$ cat config.mk
export PLATFORM = sky130hd
export DESIGN_NAME = multi_channel_network_controller_flat
export DESIGN_NICKNAME = d
export VERILOG_FILES = /design/src/rtl/multi_channel_network_controller_if.sv /design/src/rtl/multi_channel_network_controller.sv /design/src/flat_wrapper.sv
export SDC_FILE = /design/constraint.sdc
export NUM_CORES = 1
export LEC_CHECK = 0
export CAP_MARGIN = 20
export CORE_ASPECT_RATIO = 0.7
export CORE_MARGIN = 2
export CORE_UTILIZATION = 50
export CTS_CLUSTER_DIAMETER = 120
export DETAILED_ROUTE_END_ITERATION = 8
export GPL_ROUTABILITY_DRIVEN = 0
export HOLD_SLACK_MARGIN = 0.15
export PLACE_DENSITY = 0.8
export SLEW_MARGIN = 20
export SYNTH_ARGS = -nofsm -noshare
export SYNTH_HDL_FRONTEND = slang
export SYNTH_SLANG_ARGS = --single-unit
$ cat constraint.sdc
create_clock -name clk -period 3.2 [get_ports clk]
set_input_delay 0.32 -clock clk [delete_from_list [all_inputs] [get_ports clk]]
set_output_delay 0.32 -clock clk [all_outputs]
set_load 0.01 [all_outputs]
$ cat src/rtl/multi_channel_network_controller_if.sv
// Spike input channels and spike output handshake between the controller and its neighbours.
interface multi_channel_network_controller_if #(
  parameter int NUM_CH   = 4,
  parameter int SR_DEPTH = 16384,
  parameter int NR_DEPTH = 16
);
  logic [NUM_CH-1:0]                   in_valid;
  logic [NUM_CH*$clog2(SR_DEPTH)-1:0]  in_index;
  logic [NUM_CH-1:0]                   in_ready;
  logic                                out_valid;
  logic [$clog2(NR_DEPTH)-1:0]         out_index;
  logic                                out_ready;
  logic                                out_drop;

  modport master (
    output in_valid, in_index, out_ready,
    input  in_ready, out_valid, out_index, out_drop
  );

  modport slave (
    input  in_valid, in_index, out_ready,
    output in_ready, out_valid, out_index, out_drop
  );
endinterface

$ cat src/rtl/multi_channel_network_controller.sv
// Sequences two-phase neuron updates and per-input synapse sweeps over time steps.
// Inputs are round-robin queued from NUM_CH channels; fired spikes are exposed on a one-deep output.
module multi_channel_network_controller #(
  parameter int NR_DEPTH         = 16,
  parameter int SR_DEPTH         = 16384,
  parameter int NUM_CH           = 4,
  parameter int FIFO_DEPTH       = 8,
  parameter int MAX_NETWORK_TIME = 65536
) (
  input  logic                                  clk,
  input  logic                                  reset,
  input  logic                                  start,
  input  logic                                  spike_fired,
  multi_channel_network_controller_if.slave     bus,
  output logic [$clog2(NR_DEPTH)-1:0]           c_neuron_index,
  output logic [$clog2(SR_DEPTH)-1:0]           c_synapse_index,
  output logic                                  c_neuron_we,
  output logic                                  c_input,
  output logic [$clog2(MAX_NETWORK_TIME):0]     network_time,
  output logic                                  step_done,
  output logic                                  busy
);
  localparam int NW = $clog2(NR_DEPTH);
  localparam int SW = $clog2(SR_DEPTH);
  localparam int TW = $clog2(MAX_NETWORK_TIME) + 1;
  localparam int CW = (NUM_CH > 1) ? $clog2(NUM_CH) : 1;
  localparam int AW = (FIFO_DEPTH > 1) ? $clog2(FIFO_DEPTH) : 1;
  localparam int KW = $clog2(FIFO_DEPTH + 1);

  localparam logic [1:0] IDLE        = 2'd0;
  localparam logic [1:0] PROC_NEURON = 2'd1;
  localparam logic [1:0] PROC_INPUT  = 2'd2;

  localparam logic [NW-1:0] LAST_N = NW'(NR_DEPTH - 1);
  localparam logic [TW-1:0] MAX_T  = TW'(MAX_NETWORK_TIME);

  logic [1:0]    state;
  logic          phase;
  logic [NW-1:0] i_upd;
  logic [NW-1:0] i_inp;

  logic [SW-1:0] mem [FIFO_DEPTH];
  logic [AW-1:0] wr_ptr;
  logic [AW-1:0] rd_ptr;
  logic [KW-1:0] count;
  logic [CW-1:0] rr_ptr;
  logic [CW-1:0] gnt;
  logic          gnt_vld;

  logic          full;
  logic          empty;
  logic          push;
  logic          pop;
  logic          step_wrap;
  logic          run_end;
  logic          spike_new;
  logic          out_accept;
  logic [TW-1:0] time_inc;
  logic [SW-1:0] push_dat;

  function automatic logic [AW-1:0] ptr_next(input logic [AW-1:0] p);
    return (p == AW'(FIFO_DEPTH - 1)) ? '0 : p + 1'b1;
  endfunction

  assign full       = (count == KW'(FIFO_DEPTH));
  assign empty      = (count == '0);
  assign step_wrap  = (state == PROC_NEURON) && phase && (i_upd == LAST_N);
  assign time_inc   = network_time + 1'b1;
  assign run_end    = step_wrap && (time_inc == MAX_T);
  // The final step of a run leaves the queue untouched for the next run.
  assign pop        = !empty && phase &&
                      (((state == PROC_NEURON) && !run_end) ||
                       ((state == PROC_INPUT) && (i_inp == LAST_N)));
  assign spike_new  = (state == PROC_NEURON) && phase && spike_fired;
  assign out_accept = bus.out_valid && bus.out_ready;
  assign busy       = (state != IDLE);

  // Descending scan so the smallest offset from the pointer wins.
  always_comb begin
    gnt     = '0;
    gnt_vld = 1'b0;
    for (int o = NUM_CH - 1; o >= 0; o--) begin
      if (bus.in_valid[(int'(rr_ptr) + o) % NUM_CH]) begin
        gnt     = CW'((int'(rr_ptr) + o) % NUM_CH);
        gnt_vld = 1'b1;
      end
    end
  end

  always_comb begin
    bus.in_ready = '0;
    if (gnt_vld && !full) bus.in_ready[gnt] = 1'b1;
  end

  assign push     = gnt_vld && !full;
  assign push_dat = bus.in_index[int'(gnt)*SW +: SW];

  always_comb begin
    c_neuron_index = '0;
    c_neuron_we    = 1'b0;
    c_input        = 1'b0;
    case (state)
      PROC_NEURON: begin
        c_neuron_index = i_upd;
        c_neuron_we    = phase;
      end
      PROC_INPUT: begin
        c_neuron_index = i_inp;
        c_neuron_we    = phase;
        c_input        = 1'b1;
      end
      default: ;
    endcase
  end

  always_ff @(posedge clk) begin
    if (!reset && push) mem[wr_ptr] <= push_dat;
  end

  always_ff @(posedge clk) begin
    if (reset) begin
      wr_ptr <= '0;
      rd_ptr <= '0;
      count  <= '0;
      rr_ptr <= '0;
    end else begin
      if (push) begin
        wr_ptr <= ptr_next(wr_ptr);
        rr_ptr <= (gnt == CW'(NUM_CH - 1)) ? '0 : gnt + 1'b1;
      end
      if (pop) rd_ptr <= ptr_next(rd_ptr);
      count <= count + KW'(push) - KW'(pop);
    end
  end

  always_ff @(posedge clk) begin
    if (reset) begin
      state           <= IDLE;
      phase           <= 1'b0;
      i_upd           <= '0;
      i_inp           <= '0;
      network_time    <= '0;
      c_synapse_index <= '0;
      step_done       <= 1'b0;
    end else begin
      step_done <= 1'b0;
      if (pop) c_synapse_index <= mem[rd_ptr];
      case (state)
        IDLE: begin
          if (start) begin
            network_time <= '0;
            i_upd        <= '0;
            phase        <= 1'b0;
            state        <= PROC_NEURON;
          end
        end
        PROC_NEURON: begin
          phase <= !phase;
          if (phase) begin
            if (step_wrap) begin
              i_upd        <= '0;
              network_time <= time_inc;
              step_done    <= 1'b1;
              if (run_end) state <= IDLE;
            end else begin
              i_upd <= i_upd + 1'b1;
            end
            if (pop) begin
              i_inp <= '0;
              state <= PROC_INPUT;
            end
          end
        end
        PROC_INPUT: begin
          phase <= !phase;
          if (phase) begin
            if (i_inp == LAST_N) begin
              i_inp <= '0;
              if (!pop) state <= PROC_NEURON;
            end else begin
              i_inp <= i_inp + 1'b1;
            end
          end
        end
        default: state <= IDLE;
      endcase
    end
  end

  // A pending unaccepted spike wins over a newer one; the loss is recorded.
  always_ff @(posedge clk) begin
    if (reset) begin
      bus.out_valid <= 1'b0;
      bus.out_index <= '0;
      bus.out_drop  <= 1'b0;
    end else if (spike_new) begin
      if (!bus.out_valid || out_accept) begin
        bus.out_valid <= 1'b1;
        bus.out_index <= i_upd;
      end else begin
        bus.out_drop <= 1'b1;
      end
    end else if (out_accept) begin
      bus.out_valid <= 1'b0;
    end
  end
endmodule

$ cat src/flat_wrapper.sv
// flat-port wrapper written by rule: the top's interface ports become plain ports
module multi_channel_network_controller_flat 
#(
  parameter int NR_DEPTH         = 16,
  parameter int SR_DEPTH         = 16384,
  parameter int NUM_CH           = 4,
  parameter int FIFO_DEPTH       = 8,
  parameter int MAX_NETWORK_TIME = 65536
)
  (clk, reset, start, spike_fired, c_neuron_index, c_synapse_index, c_neuron_we, c_input, network_time, step_done, busy, bus_in_valid, bus_in_index, bus_out_ready, bus_in_ready, bus_out_valid, bus_out_index, bus_out_drop);
  multi_channel_network_controller_if #(.NUM_CH(NUM_CH), .SR_DEPTH(SR_DEPTH), .NR_DEPTH(NR_DEPTH)) bus_i ();
  input  logic clk;
  input  logic reset;
  input  logic start;
  input  logic spike_fired;
  output logic [$clog2(NR_DEPTH)-1:0] c_neuron_index;
  output logic [$clog2(SR_DEPTH)-1:0] c_synapse_index;
  output logic c_neuron_we;
  output logic c_input;
  output logic [$clog2(MAX_NETWORK_TIME):0] network_time;
  output logic step_done;
  output logic busy;
  input wire logic [$bits(bus_i.in_valid)-1:0] bus_in_valid;
  input wire logic [$bits(bus_i.in_index)-1:0] bus_in_index;
  input wire logic [$bits(bus_i.out_ready)-1:0] bus_out_ready;
  output wire logic [$bits(bus_i.in_ready)-1:0] bus_in_ready;
  output wire logic [$bits(bus_i.out_valid)-1:0] bus_out_valid;
  output wire logic [$bits(bus_i.out_index)-1:0] bus_out_index;
  output wire logic [$bits(bus_i.out_drop)-1:0] bus_out_drop;
  assign bus_i.in_valid = bus_in_valid;
  assign bus_i.in_index = bus_in_index;
  assign bus_i.out_ready = bus_out_ready;
  assign bus_in_ready = bus_i.in_ready;
  assign bus_out_valid = bus_i.out_valid;
  assign bus_out_index = bus_i.out_index;
  assign bus_out_drop = bus_i.out_drop;
  multi_channel_network_controller #(.NR_DEPTH(NR_DEPTH), .SR_DEPTH(SR_DEPTH), .NUM_CH(NUM_CH), .FIFO_DEPTH(FIFO_DEPTH), .MAX_NETWORK_TIME(MAX_NETWORK_TIME)) u_core (.clk(clk), .reset(reset), .start(start), .spike_fired(spike_fired), .bus(bus_i), .c_neuron_index(c_neuron_index), .c_synapse_index(c_synapse_index), .c_neuron_we(c_neuron_we), .c_input(c_input), .network_time(network_time), .step_done(step_done), .busy(busy));
endmodule
==> impl_metrics.sql <==
INSERT INTO impl_metrics (metric_group, metric, value, unit) VALUES
('timing', 'setup_repair_after_global_routing_missed_its_margin', 'true', ''),
('global_routing', 'grt_antenna_before_repair', '0', ''),
('yosys', 'synth_top_cell_area_share', '40.84', '%'),
('power_and_ir_drop', 'vdd_drop_max', '0.3798', 'mV'),
('setup_path', 'cp_data_arrival_time', '3480', 'ps'),
('route', 'route.detailed.vias_per_inst', '5.598', ''),
('cts', 'insertion_delay', '420', 'ps'),
('hold_path', 'worst_hold_path.num_cells', '2', ''),
('floorplanning', 'total_i_o_pin_count', '114', ''),
('global_routing', 'pin_count_of_the_biggest_net_entering_global_routing', '38', ''),
('route', 'detail_route.first_pass.iterations', '7', ''),
('route', 'drt-initial-drc-count', '566', ''),
('place', 'io_buffer_count', '113', ''),
('timing', 'worst_slew_margin_rel', '29.30', '%'),
('route', 'detailroute.via_count', '6051', ''),
('hold_path', 'hp-start', 'reset', ''),
('power_and_ir_drop', 'power.static_leakage', '3.680', 'nW'),
('setup_path', 'worst_setup_path_start_kind', 'register', ''),
('floorplanning', 'placementRows', '39', ''),
('yosys', 'postSynthAreaPerCell', '11.80', 'um^2'),
('run_status', 'run_status', 'finished clean', ''),
('power_and_ir_drop', 'total_power', '7.090', 'mW'),
('yosys', 'mappedNetlistNets', '786', ''),
('setup_path', 'cp.required', '3560', 'ps'),
('cts', 'cts.path.max_buffers', '2', ''),
('cells_and_area', 'finish.cell_count_without_fillers', '1081', ''),
('timing', 'report.final.hold_viol_count', '0', ''),
('setup_path', 'crit_path_end_kind', 'register', ''),
('power_and_ir_drop', 'internal-power', '4.857', 'mW'),
('cts', 'cts.sink_count', '173', ''),
('global_routing', 'grt_pass1_wl', '30000', 'um'),
('hold_path', 'worst_hold_path_type', 'in -> reg', ''),
('place', 'dp_hpwl', '12620', 'um'),
('floorplanning', 'floorplan.initialDensity', '50.83', '%'),
('global_routing', 'congestion_overflow_gr', '0', ''),
('timing', 'fin_worst_hold_slack', '486.9', 'ps'),
('timing', 'worst_skew', '9.274', 'ps'),
('setup_path', 'crit_fanout', '4', ''),
('yosys', 'syn_warnings', '0', ''),
('setup_path', 'timing.setup.critical_path_class', 'reg -> reg', ''),
('setup_path', 'regToRegEndpoint', 'u_core.count[1]', ''),
('setup_path', 'worst-r2r-cell-count', '12', ''),
('place', 'place_inst', '1036', ''),
('setup_path', 'ff_to_ff_start', 'u_core.network_time[0]', ''),
('setup_path', 'ff2ff_setup_slack', '80', 'ps'),
('cells_and_area', 'final.fill_count', '1219', ''),
('timing', 'finalSetupViolations', '0', ''),
('cells_and_area', 'finalNetCount', '931', ''),
('yosys', 'netlist.top_cell.by_area', 'edfxtp_1', ''),
('yosys', 'synth-async-reset-ratio', '0', '%'),
('yosys', 'sequential_area_share_after_synthesis', '55.68', '%'),
('floorplanning', 'floorplan.core_area', '16200', 'um^2'),
('route', 'drc_errors', '0', ''),
('floorplanning', 'chipWidth', '157.4', 'um'),
('global_routing', 'grt_usage', '22.32', '%'),
('global_routing', 'grt_pass1_vias', '5720', ''),
('yosys', 'synth_area_leaders', 'edfxtp_1, dfxtp_1, mux4_2', ''),
('timing', 'timing_worst_slew_pin_value', '1059', 'ps'),
('power_and_ir_drop', 'power.clock.fraction', '29.5', '%'),
('power_and_ir_drop', 'cellPowerDensity', '671.0', 'nW/um^2'),
('floorplanning', 'chipHeight', '111.4', 'um'),
('cts', 'clk_pin_slew', '70', 'ps'),
('cells_and_area', 'proportion_of_layout_cells_with_a_drive_suffix_above_1', '20.56', '%'),
('yosys', 'synth.lib_cells_used.distinct', '63', ''),
('timing', 'final_max_slew_viol_count', '0', ''),
('yosys', 'post_synth_edffs', '112', ''),
('power_and_ir_drop', 'switchingPower', '2.233', 'mW'),
('power_and_ir_drop', 'switching_share', '31.49', '%'),
('yosys', 'synthesis.area', '8234', 'um^2'),
('cells_and_area', 'antenna_cells_inserted', '0', ''),
('cells_and_area', 'area_growth_from_synthesis_to_layout', '28.31', '%');
logic make-up after synthesis:
kind of cell	share of synthesized area [%]
buffers and inverters	3.631
DFF	55.68
and+or+nand+nor	15.85
xor gates and xnor gates	1.170
muxes	10.58
adders and majority gates	3.586
AOI/OAI and AO/OA	9.512
sequential cells by signal, summed over array words and instances, names as in the netlist:
| signal | count |
|---|---|
| u_core.bus.out_drop | 1 |
| u_core.rd_ptr | 3 |
| u_core.phase | 1 |
| u_core.rr_ptr | 2 |
| u_core.state | 2 |
| u_core.i_upd | 4 |
| u_core.bus.out_index | 4 |
| u_core.c_synapse_index | 14 |
| u_core.i_inp | 4 |
| u_core.step_done | 1 |
| u_core.network_time | 17 |
| u_core.count | 4 |
| u_core.mem | 112 |
| u_core.wr_ptr | 3 |
| u_core.bus.out_valid | 1 |
power by group through the flow:
stage | clock, mW | sequential (mW) | combinational [mW]
final | 2.09 | 3.00 | 2.00
after global routing | 2.22 | 3.02 | 2.20
after CTS | 2.13 | 3.00 | 1.92
after detailed placement | 0 | 3.05 | 1.89
after global placement | 0 | 3.03 | 1.84
after floorplan | 0 | 3.02 | 1.17
critical path, stage by stage (launching register included):
cell     delay, ps
dfxtp_4        380
ha_4           150
nand3_4         80
or4_4          600
xor2_4         230
nand3_2        120
o31ai_4        310
a21oi_4        100
ha_4           270
inv_2           30
ha_4           150
fa_2           520
nor2b_1        110
stage by stage:
| step | instance area (um^2) | TNS [ps] | util [%] |
|---|---|---|---|
| final | 10570 | 0 | 65.21 |
| after global routing | 10570 | -150.9 | 65.21 |
| after CTS | 10410 | 0 | 64.26 |
| after detailed placement | 9809 | -7.685 | 60.55 |
| after global placement | 9809 | 0 | 60.55 |
| after floorplan | 8269 | 0 | - |
metal layers:
metal / up-vias / global-route usage, % / wire length, um
met5: - / 0 / 0
met4: 0 / 5.576 / 169
met3: 18 / 6.423 / 1658
met2: 268 / 33.30 / 8707
met1: 2900 / 32.44 / 8725
li1: 2865 / - / -
final cells by class:
cell class / instances / area [um^2] / share of cell area [%]
timing repair buffer: 167 / 1544 / 14.61
sequential: 173 / 4594 / 43.49
tap: 225 / 281.5 / 2.665
inverter: 21 / 78.83 / 0.7461
multi-input combinational: 463 / 3468 / 32.83
clock inverter: 14 / 168.9 / 1.599
clock buffer: 18 / 429.2 / 4.062
cells in the final DEF (no fill, tap or decap), types with 3 or more instances in the layout:
master           count
o21ai_0              9
clkdlybuf4s50_1    112
nor3_2               3
inv_1               18
mux2i_1             24
ha_1                19
dfxtp_1             57
a22oi_1              4
a211oi_2            14
and2_1               7
and3_1              19
nand4_1              4
a31oi_1             19
a21oi_1             28
inv_8                3
nor2_1              55
xnor2_1              8
nand3_2              3
nand3_1             12
mux4_2              28
a21oi_2              3
nor2_2              13
nor4_1               4
nor2b_1              6
edfxtp_1           112
clkbuf_16           17
inv_6                7
nand2_1            110
ha_4                 3
buf_4               53
a211oi_1             3
nor3_1              18
worst max-delay path by stage:
| stage | cells past startpoint | startpoint | to |
|---|---|---|---|
| 2_1_floorplan | 13 | u_core.network_time[7] | u_core.count[2] |
| 4_1_cts | 13 | u_core.network_time[0] | u_core.count[2] |
| 5_1_grt | 12 | u_core.network_time[3] | u_core.count[2] |
| 3_5_place_dp | 12 | u_core.network_time[2] | u_core.count[2] |
| 6_report | 12 | u_core.network_time[0] | u_core.count[1] |
| 3_3_place_gp | 12 | u_core.network_time[2] | u_core.count[2] |
repair_timing:
action | 4_1_cts | 5_1_grt
pin swaps | 0 | 11
endpoints found under the setup margin | 2 | 3
buffers inserted | 0 | 13
gates resized for setup | 2 | 12
gates cloned | 0 | 0
No activity file was read; power rests on OpenSTA's default activity.
